`src/rtl/cnn_pkg.sv`:
```
// Shared constants for the first conv layer and its window generator.
package cnn_pkg;

    localparam int FEAT_L1 = 28;
    localparam int PIX_B   = 8;
    localparam int KSZ     = 3;
    localparam int WIN_W   = KSZ * KSZ * PIX_B;

endpackage : cnn_pkg

```
`src/rtl/line_buf.sv`:
```
// One image row of storage. The read port is asynchronous on the address
// presented this cycle, so a read and a write to the same address in the
// same cycle return the old contents; the new data lands on the clock edge.
module line_buf
    import cnn_pkg::*;
#(
    parameter int DEPTH = FEAT_L1,
    parameter int W     = PIX_B,
    localparam int AW   = (DEPTH > 1) ? $clog2(DEPTH) : 1
) (
    input  logic          i_clk,
    input  logic          i_we,
    input  logic [AW-1:0] i_addr,
    input  logic [W-1:0]  i_wdata,
    output logic [W-1:0]  o_rdata
);

    logic [W-1:0] mem_q [DEPTH];

    // read-before-write: the old word is visible until the edge commits the new one
    assign o_rdata = mem_q[i_addr];

    // contents need no reset; every location is rewritten before it is used
    always_ff @(posedge i_clk) begin
        if (i_we) begin
            mem_q[i_addr] <= i_wdata;
        end
    end

endmodule : line_buf

```
`src/rtl/conv_window_gen.sv`:
```
// Raster pixel stream to 3x3 window converter feeding the first conv layer.
// Two line buffers supply the two rows above the incoming pixel; a 3x3
// shift register forms the window, emitted one cycle after its bottom-right
// pixel arrives.
module conv_window_gen
    import cnn_pkg::*;
#(
    parameter int F = FEAT_L1,
    parameter int B = PIX_B
) (
    input  logic                   i_clk,
    input  logic                   i_rst,
    input  logic [B-1:0]           i_pixel,
    input  logic                   i_pixel_valid,
    output logic [KSZ*KSZ*B-1:0]   o_pixel_data,
    output logic                   o_pixel_data_valid,
    output logic                   o_frame_done
);

    localparam int CW = (F > 1) ? $clog2(F) : 1;
    localparam int RW = KSZ * B;
    localparam int OW = KSZ * KSZ * B;
    localparam logic [CW-1:0] LAST      = CW'(F - 1);
    localparam logic [CW-1:0] FIRST_WIN = CW'(KSZ - 1);

    logic [CW-1:0] col_q, col_d;
    logic [CW-1:0] row_q, row_d;
    logic [RW-1:0] top_row_q, top_row_d;
    logic [RW-1:0] mid_row_q, mid_row_d;
    logic [RW-1:0] bot_row_q, bot_row_d;
    logic [OW-1:0] data_q, data_d;
    logic          valid_q, valid_d;
    logic          done_q, done_d;

    logic [B-1:0]  lb_top;
    logic [B-1:0]  lb_mid;

    // lb0 holds row r-2 and is refilled from lb1 as lb1 takes the new row
    line_buf #(.DEPTH(F), .W(B)) u_lb0 (
        .i_clk   (i_clk),
        .i_we    (i_pixel_valid),
        .i_addr  (col_q),
        .i_wdata (lb_mid),
        .o_rdata (lb_top)
    );

    line_buf #(.DEPTH(F), .W(B)) u_lb1 (
        .i_clk   (i_clk),
        .i_we    (i_pixel_valid),
        .i_addr  (col_q),
        .i_wdata (i_pixel),
        .o_rdata (lb_mid)
    );

    // position counters, window shift and output formation on accepted pixels
    always_comb begin
        col_d     = col_q;
        row_d     = row_q;
        top_row_d = top_row_q;
        mid_row_d = mid_row_q;
        bot_row_d = bot_row_q;
        data_d    = data_q;
        valid_d   = 1'b0;
        done_d    = 1'b0;

        if (i_pixel_valid) begin
            if (col_q == LAST) begin
                col_d = '0;
                row_d = (row_q == LAST) ? '0 : row_q + CW'(1);
            end else begin
                col_d = col_q + CW'(1);
            end

            // column 0 sits in the low bits, so the newest pixel enters at the top
            top_row_d = {lb_top,  top_row_q[RW-1:B]};
            mid_row_d = {lb_mid,  mid_row_q[RW-1:B]};
            bot_row_d = {i_pixel, bot_row_q[RW-1:B]};

            // columns 0/1 never close a window, so no window straddles two rows
            if (row_q >= FIRST_WIN && col_q >= FIRST_WIN) begin
                valid_d = 1'b1;
                data_d  = {bot_row_d, mid_row_d, top_row_d};
                done_d  = (row_q == LAST) && (col_q == LAST);
            end
        end
    end

    // state registers with synchronous reset; line buffers are left alone
    always_ff @(posedge i_clk) begin
        if (i_rst) begin
            col_q     <= '0;
            row_q     <= '0;
            top_row_q <= '0;
            mid_row_q <= '0;
            bot_row_q <= '0;
            data_q    <= '0;
            valid_q   <= 1'b0;
            done_q    <= 1'b0;
        end else begin
            col_q     <= col_d;
            row_q     <= row_d;
            top_row_q <= top_row_d;
            mid_row_q <= mid_row_d;
            bot_row_q <= bot_row_d;
            data_q    <= data_d;
            valid_q   <= valid_d;
            done_q    <= done_d;
        end
    end

    assign o_pixel_data       = data_q;
    assign o_pixel_data_valid = valid_q;
    assign o_frame_done       = done_q;

endmodule : conv_window_gen

```
`config.mk`:
```
export PLATFORM = sky130hd
export DESIGN_NAME = conv_window_gen
export DESIGN_NICKNAME = d
export VERILOG_FILES = /design/src/rtl/cnn_pkg.sv /design/src/rtl/line_buf.sv /design/src/rtl/conv_window_gen.sv
export SDC_FILE = /design/constraint.sdc
export NUM_CORES = 1
export LEC_CHECK = 0
export ABC_CLOCK_PERIOD_IN_PS = 3300
export BUFFER_PORTS_ARGS = -buffer_cell sky130_fd_sc_hd__buf_2
export CORE_ASPECT_RATIO = 0.5
export CORE_MARGIN = 2
export CORE_UTILIZATION = 30
export CTS_CLUSTER_SIZE = 20
export DETAILED_ROUTE_END_ITERATION = 8
export HOLD_SLACK_MARGIN = 0.1
export PLACE_DENSITY = 0.47
export SYNTH_ARGS = -nofsm -noshare
export SYNTH_HDL_FRONTEND = slang
export SYNTH_HIERARCHICAL = 1
export SYNTH_SLANG_ARGS = --single-unit
```
`constraint.sdc`:
```
create_clock -name i_clk -period 3.3 [get_ports i_clk]
set_input_delay 0.66 -clock i_clk [delete_from_list [all_inputs] [get_ports i_clk]]
set_output_delay 0.66 -clock i_clk [all_outputs]
set_load 0.005 [all_outputs]
```
==> impl_metrics.csv <==
group,metric,value,unit
worst_hold_path,hold_path_end,"o_pixel_data[13]",
power_and_ir_drop,cellPowerDensity,584,nW/um^2
global_routing,overflow,0,
synth,synth_edf_count,448,
die,start_util,30.5,%
route,vias,12300,
finish,num_antenna_cells,0,
global_routing,grt_max_degree,70,
worst_hold_path,hold_path_depth,2,
power_and_ir_drop,power,0.0158,W
sta,tns,0,ns
global_routing,grt_use_total,13.6,%
clock_network,cts_tree,"done",
synth,synth_mux_area_share,15.9,%
synth,synth_top_area_share,58.4,%
route,drt_wl_total,54100,um
synth,synth_seq_cells,580,
setup_path,required,3.85,ns
setup_path,end_kind,"flip-flop",
synth,ys.flop_type,"edfxtp_1",
sta,relSlewSlack,28.2,%
outcome,run_status,"finished clean",
sta,skew,0.0377,ns
clock_network,ctsResizeCount,0,
synth,synth_top_area_cell,"edfxtp_1",
finish,drive_gt1_share,21.2,%
sta,setup_viol,0,
global_routing,grt_pass1_wl,81300,um
power_and_ir_drop,share_comb_of_total_power,6.0,%
placement,io_buffers,84,
synth,yosysSeqAreaShare,69.8,%
clock_network,ctsHoldBuffers,0,
route,vias_per_cell,4.65,
clock_network,clockBufferDepth,3,
finish,nNetsFinal,1597,
clock_network,clk_latency,0.63,ns
die,std_cell_rows,71,
route,drtIter0Drc,934,
synth,synth-simple-area-share,9.32,%
sta,rsz0062_at_grt,"false",
route,drtPass1Iterations,5,
sta,clock.fmax,0.343,GHz
clock_network,post-cts-setup-buffers,0,
sta,timing.final.max_slew_violations,0,
clock_network,cts_sinks,580,
finish,final_cell_mix,"edfxtp_1, mux2i_1, nand2b_1",
synth,synth_area_leaders,"edfxtp_1, dfxtp_1, mux2i_1",
power_and_ir_drop,p_clk_share,42.7,%
clock_network,cts-htree-levels,2,
sta,min_period,2.92,ns
clock_network,cts-root-buf,"clkbuf_16",
global_routing,grt_pass1_vias,12500,
setup_path,r2r_cells,7,
placement,gp_congestion,0.763,
power_and_ir_drop,irDropWorstVdd,0.000402,V
power_and_ir_drop,p_sw,0.00344,W
route,wl_per_cell,20.4,um
die,ioPinCount,85,
setup_path,crit_arrival,3.47,ns
power_and_ir_drop,seqPwrFrac,51.2,%
synth,synth-xor-area-share,0.0380,%
die,die_h,200,um
synth,syn-num-nets,1455,
die,fp.dieW,396,um
placement,pre_cts_slack,0.488,ns
sta,worst-slew-pin-transition,1.05,ns
synth,synth_top_family_by_area,"multiplexers",
route,drc_errors,0,
sta,period_share,88.4,%
placement,post-dp-hpwl,33200,um
setup_path,critPathMaxFanout,33,
setup_path,regToRegStartpoint,"col_q[1]",
power_and_ir_drop,sw_frac_of_total,21.8,%
flow_run,drv_cap,0,
global_routing,grt_antenna_before_repair,0,
synth,yosysUniqueCellTypes,43,
die,core_area,75600,sq um
die,die-area,79200,sq um
finish,syn_to_final_growth,17.3,%
finish,final_common_cell,"edfxtp_1",
setup_path,r2r_slack,0.38,ns
synth,synth.cell_area,23000,sq um
clock_network,cts_buffers,55,
setup_path,crit_type,"reg -> reg",
worst_hold_path,hold_class,"reg -> reg",
setup_path,r2r_end,"mid_row_q[23]",
finish,post-route-util,35.8,%
synth,synthArstFlopShare,0,%
power_and_ir_drop,internal_power,0.0123,W
synth,syn_inst,1440,
synth,synthAdderAreaFrac,0.217,%
power_and_ir_drop,leakagePower,8.89,nW
route,final_antenna_net_count,0,
synth,avgSynthCellArea,16.0,sq um
clock_network,clk_pin_slew,0.07,ns
sta,hold_viol_final,0,
worst_hold_path,hold_path_startpoint,"o_pixel_data[13]",
sta,setup_slack,0.384,ns
synth,ys_warn_count,6,
setup_path,cp-start-kind,"flip-flop",
synth,synth_compound_area_share,2.34,%
-- power groups by stage --
| stage | Combinational, W | Sequential, W | Clock [W] |
|---|---|---|---|
| floorplan | 0.000613 | 0.00821 | 0 |
| global placement | 0.000973 | 0.00825 | 0 |
| detailed placement | 0.000980 | 0.00825 | 0 |
| CTS | 0.000981 | 0.00809 | 0.00695 |
| global route | 0.00104 | 0.00809 | 0.00723 |
| finish | 0.000950 | 0.00809 | 0.00675 |
-- synthesized netlist by cell type, drive strengths merged, types with 3 or more instances --
cell	count
a21oi	4
a221oi	12
a22oi	24
and2	7
and4b	3
buf	53
clkbuf	36
dfxtp	132
edfxtp	448
ha	4
inv	7
mux2i	212
mux4	68
nand2	45
nand2b	146
nand3	3
nand3b	8
nand4	25
nor2	104
nor2b	15
nor3	23
nor3b	4
o21ai	22
o22ai	6
or3	6
or3b	6
-- registers in the layout, summed over array words and instances (netlist names) --
name                cells
u_lb0/mem_q           224
u_lb1/mem_q           224
o_pixel_data           72
bot_row_q              16
mid_row_q              16
top_row_q              16
col_q                   5
row_q                   5
o_frame_done            1
o_pixel_data_valid      1
-- cell families (layout without fill, tap and decap cells) --
logic type | count (synthesis) | in the layout
buffers and inverters | 96 | 284
AND/OR/NAND/NOR | 399 | 399
adder cells (fa/ha/maj) | 4 | 4
AO/OA/AOI/OAI | 78 | 78
multiplexers | 282 | 282
flip-flops | 580 | 580
XOR/XNOR | 1 | 1
-- layer usage --
layer,global-route usage (%),share of wire [%],vias to the layer above
li1,-,-,5749
met1,19.2,48,6323
met2,21.9,47,190
met3,2.38,3.8,69
met4,3.46,1.7,0
met5,0,0,-
-- worst max-delay path, stage by stage (launching register included) --
cell       delay [ns]
dfxtp_4          0.70
mux4_2           0.32
nor2_1           0.04
a2111oi_0        0.92
or3_1            0.26
buf_4            0.33
mux2i_1          0.13
nor2_1           0.12
-- area by class of cell --
| cell class | instances | area (sq um) |
|---|---|---|
| Multi-Input combinational cell | 764 | 6440 |
| Tap cell | 1022 | 1280 |
| Fill cell | 7146 | 48600 |
| Timing Repair Buffer | 174 | 1260 |
| Sequential cell | 580 | 16100 |
| Clock inverter | 31 | 398 |
| Clock buffer | 72 | 1520 |
| Inverter | 7 | 26.3 |
-- worst max-delay path by stage --
stage	endpoint	startpoint	slack, ns
after global placement	mid_row_q[23]	col_q[1]	0.38
after global routing	mid_row_q[23]	col_q[1]	0.13
after CTS	o_pixel_data[45]	col_q[1]	0.49
after floorplan	u_lb0/mem_q[0][1]	col_q[4]	0.79
after detailed placement	mid_row_q[23]	col_q[1]	0.49
final	mid_row_q[23]	col_q[1]	0.38
-- metrics by stage --
stage / area (sq um) / hold WS, ns / std cells
after floorplan: 23000 / 0.451 / 1440
after global placement: 25100 / 0.458 / 2547
after detailed placement: 25100 / 0.459 / 2547
after CTS: 27000 / 0.474 / 2650
after global routing: 27000 / 0.495 / 2650
final: 27000 / 0.468 / 2650
(Power assumes the default switching activity.)
